[config.mk]
export PLATFORM = sky130hd
export DESIGN_NAME = mem_port_arbiter
export DESIGN_NICKNAME = d
export VERILOG_FILES = /design/src/rtl/mem_port_arbiter.sv
export SDC_FILE = /design/constraint.sdc
export NUM_CORES = 1
export LEC_CHECK = 0
export CAP_MARGIN = 10
export CORE_AREA = 2 2 107 109
export CTS_BUF_LIST = sky130_fd_sc_hd__clkbuf_4 sky130_fd_sc_hd__clkbuf_8
export DETAILED_ROUTE_END_ITERATION = 6
export DIE_AREA = 0 0 109 111
export GPL_TIMING_DRIVEN = 0
export HOLD_SLACK_MARGIN = 0.06
export PLACE_DENSITY = 0.93
export SYNTH_ARGS = -nofsm -noshare
export SYNTH_HDL_FRONTEND = slang
export SYNTH_SLANG_ARGS = --single-unit
[constraint.sdc]
create_clock -name clk -period 4.3 [get_ports clk]
set_input_delay 1.075 -clock clk [delete_from_list [all_inputs] [get_ports clk]]
set_output_delay 1.075 -clock clk [all_outputs]
set_load 0.05 [all_outputs]
[src/rtl/mem_port_arbiter.sv]
// mem_port_arbiter: shares one single-ported I/D memory between the fetch port and the load/store port.
// Define MEM_ARB_TIMEOUT_EN to add a watchdog that aborts a stuck access and sets a sticky bus_err.
module mem_port_arbiter #(
    parameter int AW             = 32,
    parameter int DW             = 32,
    parameter int IF_STARVE_MAX  = 4,
    parameter int TIMEOUT_CYCLES = 64
) (
    input  logic              clk,
    input  logic              rst_n,
    input  logic              if_req,
    input  logic [AW-1:0]     if_addr,
    output logic [DW-1:0]     if_rdata,
    output logic              if_ready,
    input  logic              dm_req,
    input  logic              dm_we,
    input  logic [AW-1:0]     dm_addr,
    input  logic [DW-1:0]     dm_wdata,
    input  logic [DW/8-1:0]   dm_wstrb,
    output logic [DW-1:0]     dm_rdata,
    output logic              dm_ready,
    output logic              stall_if,
    output logic              stall_dm,
    output logic              mem_req,
    output logic              mem_we,
    output logic [AW-1:0]     mem_addr,
    output logic [DW-1:0]     mem_wdata,
    output logic [DW/8-1:0]   mem_wstrb,
    input  logic              mem_ack,
    input  logic [DW-1:0]     mem_rdata,
    output logic              bus_err
);

    typedef enum logic [1:0] {S_IDLE, S_BUSY_IF, S_BUSY_DM} state_e;

    localparam int         SW         = DW / 8;
    localparam logic [3:0] STARVE_MAX = 4'(IF_STARVE_MAX);

    if (DW % 8 != 0 || IF_STARVE_MAX < 1 || IF_STARVE_MAX > 15 || TIMEOUT_CYCLES < 2) begin : g_bad_params
        $error("mem_port_arbiter: illegal parameter combination");
    end

    state_e          state_q, state_d;
    logic            mem_req_q, mem_req_d;
    logic            mem_we_q, mem_we_d;
    logic [AW-1:0]   mem_addr_q, mem_addr_d;
    logic [DW-1:0]   mem_wdata_q, mem_wdata_d;
    logic [SW-1:0]   mem_wstrb_q, mem_wstrb_d;
    logic [3:0]      starve_q, starve_d;
    logic            tmo_hit;
    logic            done;

    // An access ends on the memory ack, or on a watchdog abort when that feature is built in.
    assign done = mem_ack | tmo_hit;

    always_comb begin
        // NOTE: every next-state signal gets its default first, so no path through the case infers a latch.
        state_d     = state_q;
        mem_req_d   = mem_req_q;
        mem_we_d    = mem_we_q;
        mem_addr_d  = mem_addr_q;
        mem_wdata_d = mem_wdata_q;
        mem_wstrb_d = mem_wstrb_q;
        starve_d    = starve_q;
        unique case (state_q)
            S_IDLE: begin
                if (dm_req && (!if_req || (starve_q < STARVE_MAX))) begin
                    state_d     = S_BUSY_DM;
                    mem_req_d   = 1'b1;
                    mem_we_d    = dm_we;
                    mem_addr_d  = dm_addr;
                    mem_wdata_d = dm_wdata;
                    mem_wstrb_d = dm_wstrb;
                    if (!if_req)
                        starve_d = '0;
                    else if (starve_q != 4'hF)
                        starve_d = starve_q + 4'd1;
                end else if (if_req) begin
                    state_d     = S_BUSY_IF;
                    mem_req_d   = 1'b1;
                    mem_we_d    = 1'b0;
                    mem_addr_d  = if_addr;
                    mem_wdata_d = '0;
                    mem_wstrb_d = '0;
                    starve_d    = '0;
                end else begin
                    mem_req_d   = 1'b0;
                end
            end
            S_BUSY_IF, S_BUSY_DM: begin
                if (done) begin
                    state_d   = S_IDLE;
                    mem_req_d = 1'b0;
                end
            end
            default: begin
                state_d   = S_IDLE;
                mem_req_d = 1'b0;
            end
        endcase
    end

    always_ff @(posedge clk or negedge rst_n) begin
        if (!rst_n) begin
            state_q     <= S_IDLE;
            mem_req_q   <= 1'b0;
            mem_we_q    <= 1'b0;
            mem_addr_q  <= '0;
            mem_wdata_q <= '0;
            mem_wstrb_q <= '0;
            starve_q    <= '0;
        end else begin
            // NOTE: non-blocking assignments so every flop samples pre-edge values regardless of statement order.
            state_q     <= state_d;
            mem_req_q   <= mem_req_d;
            mem_we_q    <= mem_we_d;
            mem_addr_q  <= mem_addr_d;
            mem_wdata_q <= mem_wdata_d;
            mem_wstrb_q <= mem_wstrb_d;
            starve_q    <= starve_d;
        end
    end

`ifdef MEM_ARB_TIMEOUT_EN
    localparam int TW = $clog2(TIMEOUT_CYCLES);

    logic [TW-1:0] tmo_q, tmo_d;
    logic          bus_err_q, bus_err_d;

    // A same-cycle ack beats the watchdog, so the abort only fires while mem_ack is low.
    assign tmo_hit   = (state_q != S_IDLE) && !mem_ack && (tmo_q == TW'(TIMEOUT_CYCLES - 1));
    assign tmo_d     = (state_q == S_IDLE || done) ? '0 : tmo_q + TW'(1);
    assign bus_err_d = bus_err_q | tmo_hit;

    always_ff @(posedge clk or negedge rst_n) begin
        if (!rst_n) begin
            tmo_q     <= '0;
            bus_err_q <= 1'b0;
        end else begin
            tmo_q     <= tmo_d;
            bus_err_q <= bus_err_d;
        end
    end

    assign bus_err = bus_err_q;
`else
    assign tmo_hit = 1'b0;
    assign bus_err = 1'b0;
`endif

    assign if_ready  = (state_q == S_BUSY_IF) && done;
    assign dm_ready  = (state_q == S_BUSY_DM) && done;
    // Read data is forced to zero outside an acked cycle, which also covers a watchdog abort.
    assign if_rdata  = ((state_q == S_BUSY_IF) && mem_ack) ? mem_rdata : '0;
    assign dm_rdata  = ((state_q == S_BUSY_DM) && mem_ack) ? mem_rdata : '0;
    assign stall_if  = if_req & ~if_ready;
    assign stall_dm  = dm_req & ~dm_ready;

    assign mem_req   = mem_req_q;
    assign mem_we    = mem_we_q;
    assign mem_addr  = mem_addr_q;
    assign mem_wdata = mem_wdata_q;
    assign mem_wstrb = mem_wstrb_q;

endmodule
==> impl_metrics.csv, run 1 <==
group,metric,value,unit
grt,antenna_found_initial,0,
die,fp.dieW,109,µm
cells_and_area,area_growth,81.0,%
logic_synthesis,yosys-top-cells-area,"dfrtp_1, and3_1, o211ai_2",
grt,grt_usage,0.226,
route,ant_nets,0,
pwr,leakage,3.83,nW
clock_tree,clkLatencyLatePin,0.34,ns
worst_setup_path,required,3.22,ns
die,initial_utilization,0.353,
sta,max_freq,242,MHz
grt,first_global_vias,4178,
logic_synthesis,yosys.area.top_type,"dfrtp_1",
cells_and_area,fillers,858,
sta,final-max-slew-violation-count,0,
route,drt-total-wl,14.4,mm
pwr,pwr-share-clk,0.111,
clock_tree,cts_buffers,9,
worst_setup_path,cp-end-kind,"output pin",
grt,grt_pass1_wl,21.6,mm
clock_tree,clk_pin_slew,0.08,ns
route,num_vias,4316,
sta,worst_slew_pin_slew,0.946,ns
clock_tree,ctsLongestPathBuffers,2,
cells_and_area,drive_above_1_share,0.103,
pwr,vdd_drop_max,0.439,mV
sta,worst_slack,0.166,ns
logic_synthesis,yosysUniqueCellTypes,25,
sta,hold_slack,0.494,ns
sta,hold_viol,0,
grt,overflow,0,
route,drt_iter0_drc,365,
cells_and_area,regArea,1900,µm²
pwr,p_comb_frac,0.656,
logic_synthesis,ys_seq_elements,76,
sta,clock_skew,0.00880,ns
worst_setup_path,worstPathArrival,3.06,ns
clock_tree,cts_tree,"built",
route,post_drt_via_cell_ratio,5.30,
logic_synthesis,yosysSeqAreaShare,0.486,
worst_setup_path,worstSetupPathType,"input port to output pin",
cells_and_area,fin_nets,808,
placed_design,gp_congestion,0.927,
clock_tree,htreeDepth,3,
placed_design,hpwl,10.9,mm
sta,finalSetupViolations,0,
sta,finalSetupTns,0,ns
pwr,internal-power,2.60,mW
logic_synthesis,synth_top_area_frac,0.486,
grt,grt_max_degree,77,
sta,max-slew-margin-rel,0.369,
die,core,11100,µm²
pwr,swShare,0.517,
job,cap_violations,0,
die,die_h,111,µm
logic_synthesis,avgSynthCellArea,10.3,µm²
die,core.rowCount,39,
cells_and_area,multi_input_area,1770,µm²
logic_synthesis,synth_area,3910,µm²
placed_design,pre_cts_slack,-0.0710,ns
worst_setup_path,critPathLaunchType,"input port",
hold_path,hp-class,"flop to flop",
logic_synthesis,yosys_warnings,0,
worst_setup_path,critPathMaxFanout,10,
logic_synthesis,postSynthCellCount,381,
pwr,p_sw,2.79,mW
route,drtPass1Iterations,5,
clock_tree,post_cts_buffers,0,
clock_tree,cts_hold_buf,0,
clock_tree,cts_root_buf,"clkbuf_8",
placed_design,port_buffers,274,
route,post_drt_wl_per_cell,17.7,µm
clock_tree,cts_resized,32,
die,num_io_pins,277,
sta,rsz0062_at_grt,"false",
sta,timing.final.crit_period,4.13,ns
route,drcViolationCount,0,
sta,finalCritPeriodShare,0.961,
cells_and_area,diodes,0,
clock_tree,cts.sinks,76,
pwr,p_per_area,761,nW/µm²
logic_synthesis,synth.net_count,523,
pwr,power_frac_seq,0.233,
die,die_area,12100,µm²
outcome,outcome,"complete, no violations",
[final cells by class]
| type | count | share of cell area |
|---|---|---|
| flip-flops and latches | 76 | 0.268 |
| clock buffers | 10 | 0.0185 |
| well taps | 143 | 0.0253 |
| repair buffers | 274 | 0.391 |
| clock inverters | 6 | 0.0124 |
| inverters | 2 | 0.00106 |
| multi-input cells | 258 | 0.250 |
| plain buffers | 45 | 0.0334 |
[power by group through the flow]
stage                     Sequential, mW  Combinational, mW  Clock [mW]
after floorplan                     2.37               1.21           0
after global placement              1.25               3.51           0
after detailed placement            1.26               3.57           0
after CTS                           1.25               3.55       0.611
after global routing                1.29               3.71       0.648
final                               1.26               3.54       0.597
[per-stage QoR]
stage	std cells	util	area, µm²	power [mW]
3_3_place_gp	798	0.617	6840	4.75
4_1_cts	814	0.633	7010	5.41
3_5_place_dp	798	0.617	6830	4.82
6_report	814	0.640	7080	5.39
2_1_floorplan	381	-	3910	3.58
5_1_grt	814	0.640	7080	5.65
[synth_stat cells]
| library cell | number |
|---|---|
| dfrtp_1 | 76 |
| and2_1 | 4 |
| o2bb2ai_1 | 1 |
| buf_4 | 4 |
| ha_1 | 4 |
| clkbuf_1 | 24 |
| conb_1 | 1 |
| buf_2 | 12 |
| o21ai_4 | 1 |
| nand2_1 | 66 |
| nor2b_1 | 3 |
| o211ai_2 | 28 |
| nor2_1 | 2 |
| inv_1 | 2 |
| o211ai_1 | 4 |
| a22o_1 | 38 |
| a21o_1 | 2 |
| and3_4 | 1 |
| o21a_2 | 1 |
| nand4_1 | 33 |
| a32o_1 | 2 |
| o21ai_1 | 2 |
| buf_6 | 5 |
| and3_1 | 64 |
| nand3_1 | 1 |
[cell families (layout without fill, tap and decap cells)]
logic type / count (synthesis) / after routing / share of synthesized area
compound gates: 79 / 79 / 0.202
fa+ha+maj: 4 / 4 / 0.0128
buf+inv: 47 / 337 / 0.0623
flops: 76 / 76 / 0.486
other cells: 1 / 1 / 0.000958
simple gates: 174 / 174 / 0.236
[worst max-delay path, cell delays in order]
cell and delay (ns):
clkdlybuf4s50_1 0.52, clkbuf_1 0.31, clkbuf_1 0.35, and3_1 0.26, dlygate4sd2_1 0.54
[cell usage in the layout, fill, tap and decap left out, types with 2 or more instances in the layout]
cell type,n
bufinv_16,2
nor2b_1,3
and2_1,4
buf_4,5
inv_1,2
clkbuf_8,9
dfrtp_1,76
clkdlybuf4s50_1,212
o211ai_2,28
a22o_1,38
nand2_1,66
buf_2,12
o21ai_1,2
nor2_1,2
buf_6,5
a21o_1,2
a32o_1,2
dlygate4sd2_1,32
nand4_1,33
ha_1,4
clkbuf_1,24
and3_1,64
clkinv_2,2
o211ai_1,4
dlymetal6s2s_1,29
[sequential cells by signal, summed over array words and instances, names as in the netlist]
name,count
mem_wstrb,4
mem_addr,32
state_q,2
mem_req,1
starve_q,4
mem_we,1
mem_wdata,32
[path summary, 6_finish.rpt]
kind                       startpoint            to  slack, ns  cells past startpoint
setup / recovery              mem_ack  dm_rdata[18]       0.17                      5
hold / removal                mem_req       mem_req       0.49                      1
setup reg to reg           state_q[0]   mem_addr[6]       2.50                      7
hold reg to reg               mem_req       mem_req       0.49                      1
max in group asynchronous       rst_n   starve_q[1]       2.81                      1
min in group asynchronous       rst_n        mem_we       0.87                      1
[metal layers]
| metal | vias up | wire, µm | track usage |
|---|---|---|---|
| met5 | - | 0 | 0 |
| met4 | 0 | 341 | 0.0829 |
| met3 | 31 | 1060 | 0.0494 |
| met2 | 226 | 7190 | 0.368 |
| met1 | 2094 | 5820 | 0.292 |
| li1 | 1965 | - | - |
Note: power is estimated with default switching activity, not from simulation.
==> run 2: changes to the inputs <==
--- a/config.mk
+++ b/config.mk
@@ -13,6 +13,7 @@
 export GPL_TIMING_DRIVEN = 0
 export HOLD_SLACK_MARGIN = 0.06
 export PLACE_DENSITY = 0.93
+export REMOVE_ABC_BUFFERS = 1
 export SYNTH_ARGS = -nofsm -noshare
 export SYNTH_HDL_FRONTEND = slang
 export SYNTH_SLANG_ARGS = --single-unit
==> impl_metrics.csv, run 2 (synthesis results as in run 1) <==
group,metric,value,unit
route,drtPass1Iterations,5,
pwr,pwr-share-clk,0.100,
route,post_drt_wl_per_cell,17.6,µm
hold_path,min-delay-start,"mem_addr[22]",
worst_setup_path,ff2ff_setup_slack,1.83,ns
hold_path,hold_end,"mem_addr[22]",
sta,hold_viol,0,
grt,grt.busiest_layer,"met2",
cells_and_area,drive_above_1_share,0.0859,
route,drt_iter0_drc,318,
die,core,11100,µm²
worst_setup_path,worstPathArrival,3.00,ns
route,ant_nets,0,
clock_tree,cts_tree,"built",
outcome,outcome,"complete, no violations",
hold_path,min_path_cells,2,
cells_and_area,area_growth,75.5,%
hold_path,hp-class,"flop to flop",
clock_tree,clk_pin_slew,0.08,ns
sta,finalSetupTns,0,ns
sta,max_freq,245,MHz
worst_setup_path,r2r-end,"mem_addr[0]",
worst_setup_path,slowest_stage,"clkdlybuf4s50_1",
pwr,vdd_drop_max,0.384,mV
die,initial_utilization,0.353,
worst_setup_path,required,3.22,ns
pwr,leakage,3.07,nW
cells_and_area,fillers,884,
worst_setup_path,worstRegToRegCells,3,
placed_design,port_buffers,275,
worst_setup_path,critPathLaunchType,"input port",
die,die_area,12100,µm²
pwr,power_frac_seq,0.238,
worst_setup_path,critPathMaxFanout,67,
sta,final-max-slew-violation-count,0,
grt,antenna_found_initial,0,
clock_tree,htreeDepth,3,
worst_setup_path,critPathTopFamily,"buffers and inverters",
route,drt-total-wl,13.6,mm
clock_tree,clkLatencyLatePin,0.34,ns
grt,grt_max_degree,68,
sta,rsz0062_at_grt,"false",
pwr,p_comb_frac,0.662,
worst_setup_path,critPathBufInv,2,
die,die_h,111,µm
job,cap_violations,0,
clock_tree,cts.sinks,76,
sta,finalSetupViolations,0,
worst_setup_path,cp-end-kind,"output pin",
placed_design,place_area,6680,µm²
grt,use_met2,0.389,
pwr,p_sw,2.76,mW
sta,finalCritPeriodShare,0.948,
grt,grt_pass1_wl,20.9,mm
die,fp.dieW,109,µm
worst_setup_path,worstSetupPathType,"input port to output pin",
grt,use_met3,0.0464,
grt,use_met1,0.249,
die,num_io_pins,277,
route,num_vias,4063,
cells_and_area,final_cell_mix,"clkdlybuf4s50_1, dfrtp_1, nand2_1",
pwr,power,5.29,mW
pwr,swShare,0.521,
die,core.rowCount,39,
pwr,internal-power,2.54,mW
placed_design,hpwl,10.0,mm
sta,timing.final.crit_period,4.08,ns
route,post_drt_via_cell_ratio,5.26,
clock_tree,cts_buffers,9,
grt,first_global_vias,4064,
sta,worst_slew_pin_slew,0.978,ns
sta,clock_skew,0.0121,ns
grt,grt_usage,0.219,
route,drcViolationCount,0,
sta,max-slew-margin-rel,0.346,
cells_and_area,fin_area,6870,µm²
placed_design,gp_congestion,0.820,
cells_and_area,fin_nets,767,
worst_setup_path,critPathMaxStageDelay,0.86,ns
clock_tree,ctsLongestPathBuffers,2,
clock_tree,cts_root_buf,"clkbuf_8",
worst_setup_path,rr_startpoint,"starve_q[3]",
cells_and_area,diodes,0,
cells_and_area,final_common_cell,"clkdlybuf4s50_1",
grt,overflow,0,
worst_setup_path,cp_cell_sequence,"clkdlybuf4s15_2 > and2_1 > nor2b_1 > clkdlybuf4s50_1",
pwr,p_per_area,771,nW/µm²
## run 2: power groups by stage
stage                     sequential [mW]  clock [mW]  combinational [mW]
after CTS                            1.26       0.546                3.52
final                                1.26       0.531                3.50
after global routing                 1.30       0.576                3.66
after global placement               1.25           0                3.41
after floorplan                      2.37           0                1.12
after detailed placement             1.26           0                3.52
## run 2: what timing repair did
item / 4_1_cts / 5_1_grt
setup endpoints to repair: 68 / 0
resized for setup: 3 / 0
buffers inserted: 0 / 0
endpoints found under the hold margin: 0 / 0
hold buffers: 0 / 0
## run 2: worst max-delay path by stage
stage          startpoint          to  cells past startpoint
2_1_floorplan      dm_req  state_q[0]                      3
3_3_place_gp       dm_req  state_q[0]                      4
3_5_place_dp      mem_ack    stall_if                      4
4_1_cts           mem_ack    stall_if                      4
5_1_grt           mem_ack    stall_if                      4
6_report          mem_ack    stall_if                      4
## run 2: final cells by class
cell class | instances | area [µm²] | share of cell area
tap | 143 | 179 | 0.0261
timing repair buffer | 278 | 2810 | 0.409
multi-input combinational | 258 | 1780 | 0.259
inverter | 2 | 7.51 | 0.00109
clock inverter | 5 | 52.6 | 0.00765
sequential | 76 | 1900 | 0.277
clock buffer | 10 | 138 | 0.0200
## run 2: worst min-delay path: stages, from the launching register on
cell and delay (ns):
dfrtp_1 0.35, nand2_1 0.06, o211ai_2 0.05
## run 2: metal layers
layer  up-vias  part of all wire
met4         0             0.034
met5         -                 0
li1       1879                 -
met2       200              0.52
met1      1951              0.37
met3        33             0.072
## run 2: stage by stage
stage,util,hold slack [ns],setup WS (ns),std cells
2_1_floorplan,-,0.450,0.216,336
3_3_place_gp,0.597,0.470,-2.68,754
3_5_place_dp,0.603,0.478,-0.550,757
4_1_cts,0.620,0.500,0.212,772
5_1_grt,0.620,0.519,0.0168,772
6_report,0.620,0.496,0.224,772
==> run 3: changes to the inputs <==
--- a/config.mk
+++ b/config.mk
@@ -6,14 +6,16 @@
 export NUM_CORES = 1
 export LEC_CHECK = 0
 export CAP_MARGIN = 10
-export CORE_AREA = 2 2 107 109
+export CORE_AREA = 2 2 108 110
 export CTS_BUF_LIST = sky130_fd_sc_hd__clkbuf_4 sky130_fd_sc_hd__clkbuf_8
 export DETAILED_ROUTE_END_ITERATION = 6
-export DIE_AREA = 0 0 109 111
+export DIE_AREA = 0 0 110 112
+export DONT_BUFFER_PORTS = 1
 export GPL_TIMING_DRIVEN = 0
 export HOLD_SLACK_MARGIN = 0.06
-export PLACE_DENSITY = 0.93
+export PLACE_DENSITY_LB_ADDON = 0.3
 export REMOVE_ABC_BUFFERS = 1
+export SLEW_MARGIN = 20
 export SYNTH_ARGS = -nofsm -noshare
 export SYNTH_HDL_FRONTEND = slang
 export SYNTH_SLANG_ARGS = --single-unit
==> impl_metrics.csv, run 3 (synthesis results as in run 1) <==
group,metric,value,unit
placed_design,gp_congestion,0.712,
worst_setup_path,slowest_stage,"nor2b_1",
sta,clock_skew,0.00718,ns
pwr,vdd_drop_max,0.482,mV
sta,finalCritPeriodShare,0.885,
grt,first_global_vias,2762,
sta,hold_slack,0.400,ns
cells_and_area,final_common_cell,"dfrtp_1",
sta,hold_viol,0,
sta,worst_slack,0.495,ns
cells_and_area,area_growth,7.26,%
die,core,11200,µm²
route,drtPass1Iterations,4,
route,post_drt_wl_per_cell,22.7,µm
cells_and_area,drive_above_1_share,0.152,
placed_design,port_buffers,0,
clock_tree,ctsLongestPathBuffers,2,
pwr,p_per_area,1070,nW/µm²
pwr,leakage,2.07,nW
hold_path,hp-class,"input port to async pin",
clock_tree,cts.sinks,76,
placed_design,pre_cts_slack,0.824,ns
worst_setup_path,critPathMaxFanout,33,
placed_design,hpwl,8.17,mm
cells_and_area,diodes,0,
worst_setup_path,worstSetupPathType,"flop to output pin",
clock_tree,htreeDepth,3,
die,num_io_pins,277,
grt,grt_usage,0.179,
sta,max_freq,263,MHz
clock_tree,clkLatencyLatePin,0.36,ns
sta,worst_slew_pin_slew,1.11,ns
clock_tree,cts_tree,"built",
die,die_h,112,µm
job,cap_violations,0,
grt,overflow,0,
worst_setup_path,worstRegToRegCells,5,
route,ant_nets,0,
route,drcViolationCount,0,
die,die_area,12300,µm²
pwr,power,4.49,mW
cells_and_area,post-route-util,0.376,
sta,final-max-slew-violation-count,0,
worst_setup_path,critPathMaxStageDelay,0.93,ns
route,num_vias,3035,
grt,grt_max_degree,77,
die,initial_utilization,0.350,
cells_and_area,final_cell_mix,"dfrtp_1, nand2_1, and3_1",
clock_tree,cts_buffers,9,
sta,rsz0062_at_grt,"false",
route,drt-total-wl,11.3,mm
cells_and_area,fillers,1080,
cells_and_area,fin_nets,492,
clock_tree,clk_pin_slew,0.08,ns
grt,grt_pass1_wl,16.3,mm
worst_setup_path,cp-end-kind,"output pin",
worst_setup_path,worstPathArrival,2.73,ns
clock_tree,cts_root_buf,"clkbuf_8",
route,post_drt_via_cell_ratio,6.09,
clock_tree,cts_resized,0,
die,core.rowCount,39,
sta,timing.final.crit_period,3.81,ns
grt,antenna_found_initial,0,
route,drt_iter0_drc,117,
clock_tree,post_cts_buffers,0,
die,fp.dieW,110,µm
sta,max-slew-margin-rel,0.256,
sta,finalSetupViolations,0,
worst_setup_path,critPathLaunchType,"flop",
outcome,outcome,"complete, no violations",
worst_setup_path,cp_cell_sequence,"inv_1 > ha_1 > and2_1 > nor2b_1",
clock_tree,cts_hold_buf,0,
worst_setup_path,required,3.22,ns
==> run 3: layout make-up <==
| cell class | count | area, µm² | area share |
|---|---|---|---|
| Sequential cell | 76 | 1900 | 0.453 |
| Multi-Input combinational cell | 258 | 1790 | 0.425 |
| Tap cell | 143 | 179 | 0.0426 |
| Clock buffer | 10 | 138 | 0.0328 |
| Clock inverter | 6 | 111 | 0.0265 |
| Timing Repair Buffer | 3 | 75.1 | 0.0179 |
| Inverter | 2 | 7.51 | 0.00179 |
==> run 3: path summary, 6_finish.rpt <==
| kind | slack, ns | startpoint | to |
|---|---|---|---|
| worst max-delay path | 0.49 | state_q[0] | stall_dm |
| max in group asynchronous | 3.78 | rst_n | mem_wdata[29] |
| worst max register to register | 2.01 | state_q[0] | mem_addr[15] |
| worst min register to register | 0.50 | starve_q[0] | starve_q[0] |
| worst min-delay path | 0.40 | rst_n | mem_addr[25] |
| min in group clk | 0.50 | starve_q[0] | starve_q[0] |
==> run 3: power by group <==
part	internal [mW]	total, mW	leakage, nW	switching [mW]
registers	1.03	2.45	0.951	1.41
logic	0.469	1.37	0.992	0.904
clock network	0.401	0.674	0.122	0.273
==> run 3: critical path, delay by kind of cell (launching register included) <==
kind | cells | cell delay, ns
buffers and inverters | 1 | 0.08
adder cells (fa/ha/maj) | 1 | 0.47
flip-flops | 1 | 0.39
AND/OR/NAND/NOR | 2 | 1.43
==> run 3: metrics by stage <==
step	TNS [ns]	instance area (µm²)	std cells
global route	0	4200	498
detailed placement	0	3950	482
floorplan	0	3680	336
CTS	0	4200	498
finish	0	4200	498
global placement	-80.03	3860	479
==> run 3: metal layers <==
metal,GRT usage,part of all wire,vias up
li1,-,-,1329
met1,0.195,0.35,1503
met2,0.323,0.54,183
met3,0.0533,0.082,20
met4,0.0641,0.025,0
met5,0,0,-
